<file path="src/rtl/sel_mux_rr.sv">
// N-lane, W-bit channel selector with a one-entry registered output.
// Each cycle it picks one lane, either by explicit select or by a round-robin scan.
module sel_mux_rr #(
    parameter int W  = 8,
    parameter int N  = 8,
    parameter int SW = $clog2(N)
) (
    input  logic           clk,
    input  logic           rst,
    input  logic [N*W-1:0] in_data,
    input  logic [N-1:0]   in_valid,
    output logic [N-1:0]   in_ready,
    input  logic           mode,
    input  logic [SW-1:0]  sel,
    output logic [W-1:0]   out_data,
    output logic [SW-1:0]  out_chan,
    output logic           out_valid,
    input  logic           out_ready
);
    localparam int          NP    = 1 << SW;
    localparam logic [SW:0] N_EXT = (SW+1)'(N);

    logic [W-1:0]  r_out_data;
    logic [SW-1:0] r_out_chan;
    logic          r_out_valid;
    logic [SW-1:0] r_ptr;

    logic          w_load_en;
    logic          w_pick;
    logic          w_gnt_vld;
    logic [SW-1:0] w_gnt;
    logic          w_rr_found;
    logic [SW-1:0] w_rr_gnt;
    logic [SW:0]   w_ptr_inc;
    logic [SW-1:0] w_ptr_next;
    logic [NP-1:0] w_valid_pad;
    logic [W-1:0]  w_lane [N];
    logic [W-1:0]  w_gnt_data;

    // Pad valid to a power-of-two width so any select value indexes in range.
    assign w_valid_pad = NP'(in_valid);

    generate
        for (genvar gi = 0; gi < N; gi++) begin : g_lane
            assign w_lane[gi] = in_data[gi*W +: W];
        end
    endgenerate

    assign w_load_en = !r_out_valid || out_ready;

    // Scan from r_ptr upward; wrap is done at SW+1 bits against N, not 2^SW.
    always_comb begin
        logic [SW:0] idx;
        idx        = '0;
        w_rr_found = 1'b0;
        w_rr_gnt   = '0;
        for (int i = 0; i < N; i++) begin
            idx = {1'b0, r_ptr} + (SW+1)'(i);
            if (idx >= N_EXT) begin
                idx = idx - N_EXT;
            end
            if (!w_rr_found && w_valid_pad[idx[SW-1:0]]) begin
                w_rr_found = 1'b1;
                w_rr_gnt   = idx[SW-1:0];
            end
        end
    end

    always_comb begin
        if (mode) begin
            w_gnt  = w_rr_gnt;
            w_pick = w_rr_found;
        end else begin
            w_gnt  = sel;
            w_pick = ({1'b0, sel} < N_EXT);
        end
    end

    // A directed pick may present ready to an idle lane; it only loads if that lane is valid.
    assign w_gnt_vld = w_load_en && w_pick && w_valid_pad[w_gnt];

    always_comb begin
        in_ready = '0;
        if (!rst && w_load_en && w_pick) begin
            in_ready = N'(1) << w_gnt;
        end
    end

    always_comb begin
        w_gnt_data = '0;
        for (int k = 0; k < N; k++) begin
            if (w_gnt == SW'(k)) begin
                w_gnt_data = w_lane[k];
            end
        end
    end

    assign w_ptr_inc  = {1'b0, w_gnt} + (SW+1)'(1);
    assign w_ptr_next = (w_ptr_inc >= N_EXT) ? '0 : w_ptr_inc[SW-1:0];

    always_ff @(posedge clk) begin
        if (rst) begin
            r_out_valid <= 1'b0;
            r_out_data  <= '0;
            r_out_chan  <= '0;
            r_ptr       <= '0;
        end else if (w_load_en) begin
            if (w_gnt_vld) begin
                r_out_valid <= 1'b1;
                r_out_data  <= w_gnt_data;
                r_out_chan  <= w_gnt;
                if (mode) begin
                    r_ptr <= w_ptr_next;
                end
            end else begin
                r_out_valid <= 1'b0;
            end
        end
    end

    assign out_data  = r_out_data;
    assign out_chan  = r_out_chan;
    assign out_valid = r_out_valid;
endmodule

</file>
<file path="config.mk">
export PLATFORM = sky130hd
export DESIGN_NAME = sel_mux_rr
export DESIGN_NICKNAME = d
export VERILOG_FILES = /design/src/rtl/sel_mux_rr.sv
export SDC_FILE = /design/constraint.sdc
export NUM_CORES = 1
export LEC_CHECK = 0
export ABC_AREA = 0
export ABC_CLOCK_PERIOD_IN_PS = 6650
export CAP_MARGIN = 20
export CORE_MARGIN = 2
export CORE_UTILIZATION = 46
export CTS_CLUSTER_DIAMETER = 200
export DETAILED_ROUTE_END_ITERATION = 8
export GPL_TIMING_DRIVEN = 0
export PLACE_DENSITY_LB_ADDON = 0.3
export SLEW_MARGIN = 5
export SYNTH_ARGS = -nofsm -noshare
export SYNTH_HDL_FRONTEND = slang
export SYNTH_SLANG_ARGS = --single-unit
</file>
<file path="constraint.sdc">
create_clock -name clk -period 6.65 [get_ports clk]
set_input_delay 0.9975 -clock clk [delete_from_list [all_inputs] [get_ports clk]]
set_output_delay 0.9975 -clock clk [all_outputs]
set_load 0.02 [all_outputs]
</file>
==> results of run 1 <==
flip-flops by register name (all words and copies together), names as in the netlist:
| name | count |
|---|---|
| out_chan | 3 |
| out_valid | 1 |
| r_ptr | 3 |
| out_data | 8 |
repair_timing:
item	4_1_cts	5_1_grt
pin swaps	0	1
setup buffers	0	1
resized for setup	2	14
gates cloned	0	0
endpoints found under the setup margin	5	6
area by class of cell:
type                            instances  share of cell area (%)
Buffer                                 20                    3.38
Sequential cell                        15                    7.96
Multi-Input combinational cell        272                    57.1
Clock buffer                            4                    1.19
Timing Repair Buffer                   99                    26.3
Tap cell                               72                    2.39
Inverter                               16                    1.76
how the worst max path moves through the flow:
stage                                from     endpoint  slack, ns
floorplan           r_ptr[1]$_SDFFE_PP0P_  in_ready[1]       1.21
global placement              in_valid[0]  in_ready[3]      -0.10
detailed placement  r_ptr[1]$_SDFFE_PP0P_  in_ready[3]      -0.05
CTS                 r_ptr[1]$_SDFFE_PP0P_  in_ready[3]      0.008
global route                  in_valid[0]  in_ready[2]      0.001
finish                        in_valid[0]  in_ready[6]       0.21
per-stage QoR:
| step | TNS (ns) | hold WS [ns] | instances | util (%) | setup slack (ns) |
|---|---|---|---|---|---|
| 2_1_floorplan | 0 | 0.573 | 324 | - | 1.21 |
| 3_3_place_gp | -0.105 | 0.449 | 494 | 67.1 | -0.105 |
| 3_5_place_dp | -0.0455 | 0.459 | 494 | 67.1 | -0.0455 |
| 4_1_cts | 0 | 0.468 | 498 | 68.0 | 0.00802 |
| 5_1_grt | 0 | 0.491 | 498 | 68.5 | 0.00101 |
| 6_report | 0 | 0.466 | 498 | 68.5 | 0.212 |
cell families after synthesis:
logic type / share of synthesized area (%)
compound gates: 31.3
flops: 11.4
buf+inv: 7.05
mux: 25.3
xor+xnor: 0.667
simple gates: 20.9
fa+ha+maj: 3.34
cells in the mapped netlist (2+ instances only):
| cell | instances |
|---|---|
| sky130_fd_sc_hd__a211oi_1 | 2 |
| sky130_fd_sc_hd__a21oi_1 | 19 |
| sky130_fd_sc_hd__a221oi_1 | 4 |
| sky130_fd_sc_hd__a22o_1 | 4 |
| sky130_fd_sc_hd__a22oi_1 | 4 |
| sky130_fd_sc_hd__a31oi_1 | 2 |
| sky130_fd_sc_hd__a32o_1 | 7 |
| sky130_fd_sc_hd__and3_1 | 6 |
| sky130_fd_sc_hd__buf_2 | 3 |
| sky130_fd_sc_hd__buf_6 | 2 |
| sky130_fd_sc_hd__clkbuf_1 | 13 |
| sky130_fd_sc_hd__dfxtp_1 | 15 |
| sky130_fd_sc_hd__ha_1 | 7 |
| sky130_fd_sc_hd__inv_1 | 12 |
| sky130_fd_sc_hd__inv_2 | 2 |
| sky130_fd_sc_hd__mux2_2 | 10 |
| sky130_fd_sc_hd__mux2i_1 | 19 |
| sky130_fd_sc_hd__mux2i_4 | 2 |
| sky130_fd_sc_hd__mux4_1 | 5 |
| sky130_fd_sc_hd__mux4_2 | 7 |
| sky130_fd_sc_hd__nand2_1 | 40 |
| sky130_fd_sc_hd__nand2b_1 | 3 |
| sky130_fd_sc_hd__nand3_1 | 11 |
| sky130_fd_sc_hd__nand3b_1 | 2 |
| sky130_fd_sc_hd__nand4_1 | 3 |
| sky130_fd_sc_hd__nor2_1 | 13 |
| sky130_fd_sc_hd__nor2b_1 | 5 |
| sky130_fd_sc_hd__nor3_1 | 13 |
| sky130_fd_sc_hd__nor4_1 | 6 |
| sky130_fd_sc_hd__o2111a_1 | 2 |
| sky130_fd_sc_hd__o211ai_1 | 7 |
| sky130_fd_sc_hd__o21ai_0 | 15 |
| sky130_fd_sc_hd__o221a_1 | 2 |
| sky130_fd_sc_hd__o221ai_1 | 3 |
| sky130_fd_sc_hd__o22a_1 | 8 |
| sky130_fd_sc_hd__o22ai_1 | 8 |
| sky130_fd_sc_hd__o311a_1 | 7 |
| sky130_fd_sc_hd__o311ai_0 | 3 |
metal layers:
layer | track usage, % | up-vias | part of all wire (%)
li1 | - | 1503 | -
met1 | 40.3 | 1508 | 44
met2 | 46.8 | 166 | 47
met3 | 3.28 | 12 | 7.4
met4 | 6.38 | 0 | 1.6
met5 | 0 | - | 0
power groups by stage:
stage	Sequential, W	Combinational (W)	Clock (W)
final	0.000143	0.00147	0.0000758
after global routing	0.000148	0.00159	0.0000807
after CTS	0.000143	0.00142	0.0000759
after detailed placement	0.000145	0.00141	0
after global placement	0.000144	0.00140	0
after floorplan	0.000169	0.00101	0
==> impl_metrics.xml, run 1 <==
<?xml version="1.0" encoding="UTF-8"?>
<metrics>
  <group name="finish">
    <metric name="postLayoutCellArea" unit="um^2">3770</metric>
    <metric name="post_route_cells_drive_above_1_share" unit="%">12.2</metric>
    <metric name="layout.cells.most_common_list" unit="">sky130_fd_sc_hd__clkdlybuf4s50_1, sky130_fd_sc_hd__nand2_1, sky130_fd_sc_hd__a21oi_1, sky130_fd_sc_hd__mux2i_1</metric>
    <metric name="most_common_library_cell_in_the_layout_ignoring_fill_and_taps" unit="">sky130_fd_sc_hd__clkdlybuf4s50_1</metric>
    <metric name="antenna-diode-count" unit="">0</metric>
    <metric name="syn2layout_area_growth" unit="%">43.8</metric>
    <metric name="multi_input_comb_area" unit="um^2">2150</metric>
    <metric name="layout.nets" unit="">513</metric>
    <metric name="num-fill-cells" unit="">461</metric>
    <metric name="regArea" unit="um^2">300</metric>
  </group>
  <group name="global_routing">
    <metric name="grt_pass1_vias" unit="">2997</metric>
    <metric name="grt_start_max_net_pins" unit="">11</metric>
    <metric name="grt_first_pass_wirelength" unit="um">14500</metric>
    <metric name="grt_overflow_total" unit="">0</metric>
    <metric name="grt_usage" unit="%">28.6</metric>
    <metric name="antenna_found_initial" unit="">0</metric>
  </group>
  <group name="timing">
    <metric name="timing.fmax" unit="MHz">155</metric>
    <metric name="worst_clock_skew" unit="ns">0.0106</metric>
    <metric name="grt_setup_unrepaired" unit="">false</metric>
    <metric name="timing_max_transition_violations_final" unit="">0</metric>
    <metric name="transition_time_at_the_pin_with_the_least_slew_margin" unit="ns">0.886</metric>
    <metric name="slew-limit-headroom" unit="%">40.5</metric>
    <metric name="timing_hold_violations_final" unit="">0</metric>
    <metric name="finalCritPeriodShare" unit="%">96.8</metric>
    <metric name="setup_violations" unit="">0</metric>
    <metric name="min_period" unit="ns">6.44</metric>
  </group>
  <group name="yosys">
    <metric name="ys_ff_latch" unit="">15</metric>
    <metric name="synth_cells" unit="">324</metric>
    <metric name="sequential_cell_area_fraction_in_the_yosys_report" unit="%">11.4</metric>
    <metric name="synth-main-ff-cell" unit="">sky130_fd_sc_hd__dfxtp_1</metric>
    <metric name="syn-num-nets" unit="">410</metric>
    <metric name="count_of_flip_flops_with_a_built_in_enable_after_synthesis" unit="">0</metric>
    <metric name="async_reset_ff_share" unit="%">0</metric>
    <metric name="post_synth_num_cell_types" unit="">66</metric>
    <metric name="synthesis.yosys.warnings" unit="">0</metric>
    <metric name="synth_top_area_share" unit="%">11.4</metric>
    <metric name="postSynthAreaPerCell" unit="um^2">8.10</metric>
    <metric name="syn-cell-area" unit="um^2">2630</metric>
    <metric name="synthDominantAreaCellType" unit="">sky130_fd_sc_hd__dfxtp_1</metric>
    <metric name="netlist_top_cells_area" unit="">sky130_fd_sc_hd__dfxtp_1, sky130_fd_sc_hd__mux2i_1, sky130_fd_sc_hd__mux4_2</metric>
  </group>
  <group name="pwr">
    <metric name="net_load_switching_power" unit="W">0.000896</metric>
    <metric name="power.leakage" unit="nW">1.40</metric>
    <metric name="power.sequential.fraction" unit="%">8.5</metric>
    <metric name="pwr-share-comb" unit="%">87.0</metric>
    <metric name="clock_power_share" unit="%">4.5</metric>
    <metric name="p_per_area" unit="nW/um^2">448</metric>
    <metric name="vdd.ir_drop.worst" unit="V">0.000248</metric>
    <metric name="sw_frac_of_total" unit="%">52.9</metric>
    <metric name="cellInternalPower" unit="W">0.000796</metric>
    <metric name="p_total" unit="W">0.00169</metric>
  </group>
  <group name="die">
    <metric name="num_io_pins" unit="">99</metric>
    <metric name="core_area" unit="um^2">5510</metric>
    <metric name="dieArea" unit="um^2">6330</metric>
    <metric name="chipWidth" unit="um">79.5</metric>
    <metric name="fp-row-count" unit="">27</metric>
    <metric name="fp.dieH" unit="um">79.5</metric>
    <metric name="initial_utilization" unit="%">47.7</metric>
  </group>
  <group name="clock_tree">
    <metric name="clock_latency" unit="ns">0.25</metric>
    <metric name="clock_tree.root_cell" unit="">sky130_fd_sc_hd__clkbuf_8</metric>
    <metric name="cts-buffers-inserted" unit="">3</metric>
    <metric name="cts_tree" unit="">yes</metric>
    <metric name="cts.reportedPaths.clkPinSlew" unit="ns">0.06</metric>
    <metric name="ctsHtreeMaxLevel" unit="">1</metric>
    <metric name="clk_path_buf_depth" unit="">2</metric>
    <metric name="cts.hold.buffers_added" unit="">0</metric>
    <metric name="cts.sink_count" unit="">15</metric>
  </group>
  <group name="worst_setup_path">
    <metric name="worst-path-max-fanout" unit="">10</metric>
    <metric name="cp_num_buf_inv" unit="">4</metric>
    <metric name="slowest_cell_delay_on_critical_path" unit="ns">0.71</metric>
    <metric name="worst-r2r-setup-slack" unit="ns">1.37</metric>
    <metric name="worstSetupStartpointType" unit="">input port</metric>
    <metric name="rr_startpoint" unit="">r_ptr[1]$_SDFFE_PP0P_</metric>
    <metric name="worstSetupPathType" unit="">in2out</metric>
    <metric name="timing.critical_path.arrival" unit="ns">5.44</metric>
    <metric name="end_kind" unit="">output port</metric>
    <metric name="timing.critical_path.cells" unit="">clkdlybuf4s50_1 &gt; mux4_1 &gt; mux2i_1 &gt; mux2i_1 &gt; nor3_1 &gt; a22o_1 &gt; nand2_1 &gt; and2_1 &gt; ha_2 &gt; clkinvlp_4 &gt; clkbuf_1 &gt; nor4_1 &gt; clkdlybuf4s50_1</metric>
    <metric name="cp_slowest_cell" unit="">sky130_fd_sc_hd__mux4_1</metric>
    <metric name="critical_path.reg2reg.endpoint" unit="">out_data[3]$_SDFFE_PP0P_</metric>
    <metric name="worst-r2r-cell-count" unit="">17</metric>
    <metric name="critical_path_cell_count" unit="">13</metric>
    <metric name="worstPathRequired" unit="ns">5.65</metric>
    <metric name="critical_path.top_delay_family" unit="">buffers and inverters</metric>
  </group>
  <group name="route">
    <metric name="firstDrtPassIters" unit="">5</metric>
    <metric name="drt_iter0_drc" unit="">290</metric>
    <metric name="route.antenna.remaining_nets" unit="">0</metric>
    <metric name="drt_wl_total" unit="um">9260</metric>
    <metric name="wire_per_inst" unit="um">18.6</metric>
    <metric name="post-route-drc-count" unit="">0</metric>
    <metric name="detail_route.vias_per_cell" unit="">6.40</metric>
    <metric name="route.vias.total" unit="">3189</metric>
  </group>
  <group name="min_path">
    <metric name="hold_path_depth" unit="">1</metric>
    <metric name="worst_hold_path_type" unit="">reg2reg</metric>
    <metric name="hold-path-endpoint" unit="">out_data[2]$_SDFFE_PP0P_</metric>
    <metric name="min-delay-start" unit="">out_data[2]$_SDFFE_PP0P_</metric>
  </group>
  <group name="status">
    <metric name="outcome" unit="">completed</metric>
  </group>
  <group name="placement">
    <metric name="buffer_ports.inserted" unit="">98</metric>
    <metric name="dp.final_hpwl" unit="um">7410</metric>
    <metric name="gp_congestion" unit="">0.941</metric>
    <metric name="post_dp_area" unit="um^2">3700</metric>
  </group>
  <group name="flow_run">
    <metric name="drv_cap" unit="">0</metric>
  </group>
</metrics>
(Power assumes the default switching activity.)
==> run 2, diff against run 1 <==
ABC_CLOCK_PERIOD_IN_PS = 6000   (was 6650)
clock period = 6 ns   (was 6.65 ns; I/O delays follow)
==> run 2 against run 1 <==
Effect of this change: critical endpoint is now in_ready[7]; via count grew 0.97%; cell count is the same; utilization up 1.1 points; largest power group unchanged; hold slack better by 0.00074 ns.
==> impl_metrics.xml, run 2 (synthesized netlist as in run 1, its figures left out) <==
<?xml version="1.0" encoding="UTF-8"?>
<metrics>
  <group name="status">
    <metric name="outcome" unit="">completed</metric>
  </group>
  <group name="clock_tree">
    <metric name="cts.sink_count" unit="">15</metric>
    <metric name="clk_path_buf_depth" unit="">2</metric>
    <metric name="clock_tree.root_cell" unit="">sky130_fd_sc_hd__clkbuf_8</metric>
    <metric name="cts_tree" unit="">yes</metric>
    <metric name="cts-buffers-inserted" unit="">3</metric>
    <metric name="cts.hold.buffers_added" unit="">0</metric>
    <metric name="ctsHtreeMaxLevel" unit="">1</metric>
    <metric name="clock_latency" unit="ns">0.25</metric>
    <metric name="cts.reportedPaths.clkPinSlew" unit="ns">0.06</metric>
  </group>
  <group name="global_routing">
    <metric name="grt_pass1_vias" unit="">2969</metric>
    <metric name="grt_usage" unit="%">28.4</metric>
    <metric name="grt_first_pass_wirelength" unit="um">14400</metric>
    <metric name="grt_start_max_net_pins" unit="">18</metric>
    <metric name="grt_overflow_total" unit="">0</metric>
    <metric name="antenna_found_initial" unit="">0</metric>
  </group>
  <group name="worst_setup_path">
    <metric name="worstPathRequired" unit="ns">5.10</metric>
    <metric name="cp_num_buf_inv" unit="">5</metric>
    <metric name="timing.critical_path.cells" unit="">clkdlybuf4s50_1 &gt; mux4_1 &gt; nor2_1 &gt; a22oi_2 &gt; buf_4 &gt; or4_4 &gt; nand3_2 &gt; and2_4 &gt; buf_12 &gt; ha_1 &gt; ha_1 &gt; clkinvlp_4 &gt; nor3_1 &gt; dlygate4sd2_1</metric>
    <metric name="worst-path-max-fanout" unit="">8</metric>
    <metric name="worstSetupStartpointType" unit="">input port</metric>
    <metric name="cp_common_cell" unit="">sky130_fd_sc_hd__ha_1</metric>
    <metric name="end_kind" unit="">output port</metric>
    <metric name="cp_slowest_cell" unit="">sky130_fd_sc_hd__mux4_1</metric>
    <metric name="timing.critical_path.arrival" unit="ns">4.86</metric>
    <metric name="worstSetupPathType" unit="">in2out</metric>
    <metric name="critical_path.top_delay_family" unit="">buffers and inverters</metric>
    <metric name="slowest_cell_delay_on_critical_path" unit="ns">0.72</metric>
  </group>
  <group name="die">
    <metric name="fp-row-count" unit="">27</metric>
    <metric name="fp.dieH" unit="um">79.5</metric>
    <metric name="core_area" unit="um^2">5510</metric>
    <metric name="num_io_pins" unit="">99</metric>
    <metric name="dieArea" unit="um^2">6330</metric>
    <metric name="chipWidth" unit="um">79.5</metric>
    <metric name="initial_utilization" unit="%">47.7</metric>
  </group>
  <group name="placement">
    <metric name="dp.final_hpwl" unit="um">7410</metric>
    <metric name="gp_congestion" unit="">0.941</metric>
    <metric name="buffer_ports.inserted" unit="">98</metric>
    <metric name="post_dp_area" unit="um^2">3700</metric>
  </group>
  <group name="route">
    <metric name="firstDrtPassIters" unit="">5</metric>
    <metric name="drt_iter0_drc" unit="">292</metric>
    <metric name="route.antenna.remaining_nets" unit="">0</metric>
    <metric name="detail_route.vias_per_cell" unit="">6.47</metric>
    <metric name="post-route-drc-count" unit="">0</metric>
    <metric name="drt_wl_total" unit="um">9210</metric>
    <metric name="route.vias.total" unit="">3220</metric>
    <metric name="wire_per_inst" unit="um">18.5</metric>
  </group>
  <group name="finish">
    <metric name="most_common_library_cell_in_the_layout_ignoring_fill_and_taps" unit="">sky130_fd_sc_hd__clkdlybuf4s50_1</metric>
    <metric name="antenna-diode-count" unit="">0</metric>
    <metric name="layout.cells.most_common_list" unit="">sky130_fd_sc_hd__clkdlybuf4s50_1, sky130_fd_sc_hd__nand2_1, sky130_fd_sc_hd__a21oi_1</metric>
    <metric name="postLayoutCellArea" unit="um^2">3830</metric>
    <metric name="layout.nets" unit="">513</metric>
    <metric name="fin_util" unit="%">69.6</metric>
    <metric name="largest_register_ff_count" unit="">8</metric>
    <metric name="syn2layout_area_growth" unit="%">46.0</metric>
    <metric name="post_route_cells_drive_above_1_share" unit="%">14.3</metric>
  </group>
  <group name="timing">
    <metric name="setup_violations" unit="">0</metric>
    <metric name="timing.fmax" unit="MHz">174</metric>
    <metric name="grt_setup_unrepaired" unit="">false</metric>
    <metric name="timing_max_transition_violations_final" unit="">0</metric>
    <metric name="slew-limit-headroom" unit="%">40.2</metric>
    <metric name="min_period" unit="ns">5.76</metric>
    <metric name="timing_hold_violations_final" unit="">0</metric>
    <metric name="transition_time_at_the_pin_with_the_least_slew_margin" unit="ns">0.891</metric>
    <metric name="finalCritPeriodShare" unit="%">96.0</metric>
    <metric name="worst_clock_skew" unit="ns">0.00838</metric>
  </group>
  <group name="pwr">
    <metric name="clock_power_share" unit="%">4.3</metric>
    <metric name="vdd.ir_drop.worst" unit="V">0.000288</metric>
    <metric name="sw_frac_of_total" unit="%">52.4</metric>
    <metric name="power.leakage" unit="nW">1.43</metric>
    <metric name="pwr-share-comb" unit="%">87.4</metric>
    <metric name="p_per_area" unit="nW/um^2">499</metric>
    <metric name="cellInternalPower" unit="W">0.000911</metric>
    <metric name="net_load_switching_power" unit="W">0.00100</metric>
    <metric name="power.sequential.fraction" unit="%">8.3</metric>
  </group>
  <group name="min_path">
    <metric name="worst_hold_path_type" unit="">reg2reg</metric>
  </group>
  <group name="flow_run">
    <metric name="drv_cap" unit="">0</metric>
  </group>
</metrics>
## run 2: final timing paths
path	slack, ns	cells past startpoint	end	start
max reg2reg	0.81	19	out_data[2]$_SDFFE_PP0P_	r_ptr[1]$_SDFFE_PP0P_
min reg2reg	0.47	1	out_data[2]$_SDFFE_PP0P_	out_data[2]$_SDFFE_PP0P_
min	0.47	1	out_data[2]$_SDFFE_PP0P_	out_data[2]$_SDFFE_PP0P_
max	0.24	14	in_ready[7]	in_valid[1]
## run 2: metrics by stage
stage	setup TNS (ns)	hold slack [ns]	instances	setup slack, ns	power [W]
finish	0	0.466	498	0.242	0.00191
global route	0	0.491	498	0.00572	0.00206
CTS	-0.0760	0.468	494	-0.0760	0.00181
detailed placement	-2.21	0.459	494	-0.598	0.00172
global placement	-2.48	0.449	494	-0.636	0.00171
floorplan	0	0.573	324	0.657	0.00131
## run 2: final cells by class
type,count,area (um^2)
Buffer,17,115
Inverter,16,70.1
Multi-Input combinational cell,272,2210
Tap cell,72,90.1
Timing Repair Buffer,102,1010
Clock buffer,4,45.0
Sequential cell,15,300
Fill cell,453,1670
## run 2: power by group through the flow
stage               combinational, W  sequential (W)  clock [W]
floorplan                    0.00112        0.000187          0
global placement             0.00155        0.000159          0
detailed placement           0.00156        0.000161          0
CTS                          0.00157        0.000159  0.0000842
global route                 0.00181        0.000164  0.0000894
finish                       0.00167        0.000159  0.0000827
## run 2: per-layer routing
metal / GRT usage, % / vias to the layer above / wire [um]
li1: - / 1504 / -
met4: 6.03 / 0 / 138
met5: 0 / - / 0
met3: 3.39 / 10 / 760
met1: 40.3 / 1520 / 3970
met2: 46.3 / 186 / 4340
## run 2: timing repair
item | 4_1_cts | 5_1_grt
endpoints found under the setup margin | 6 | 6
pin swaps | 0 | 1
gates resized for setup | 13 | 13
setup buffers | 0 | 4
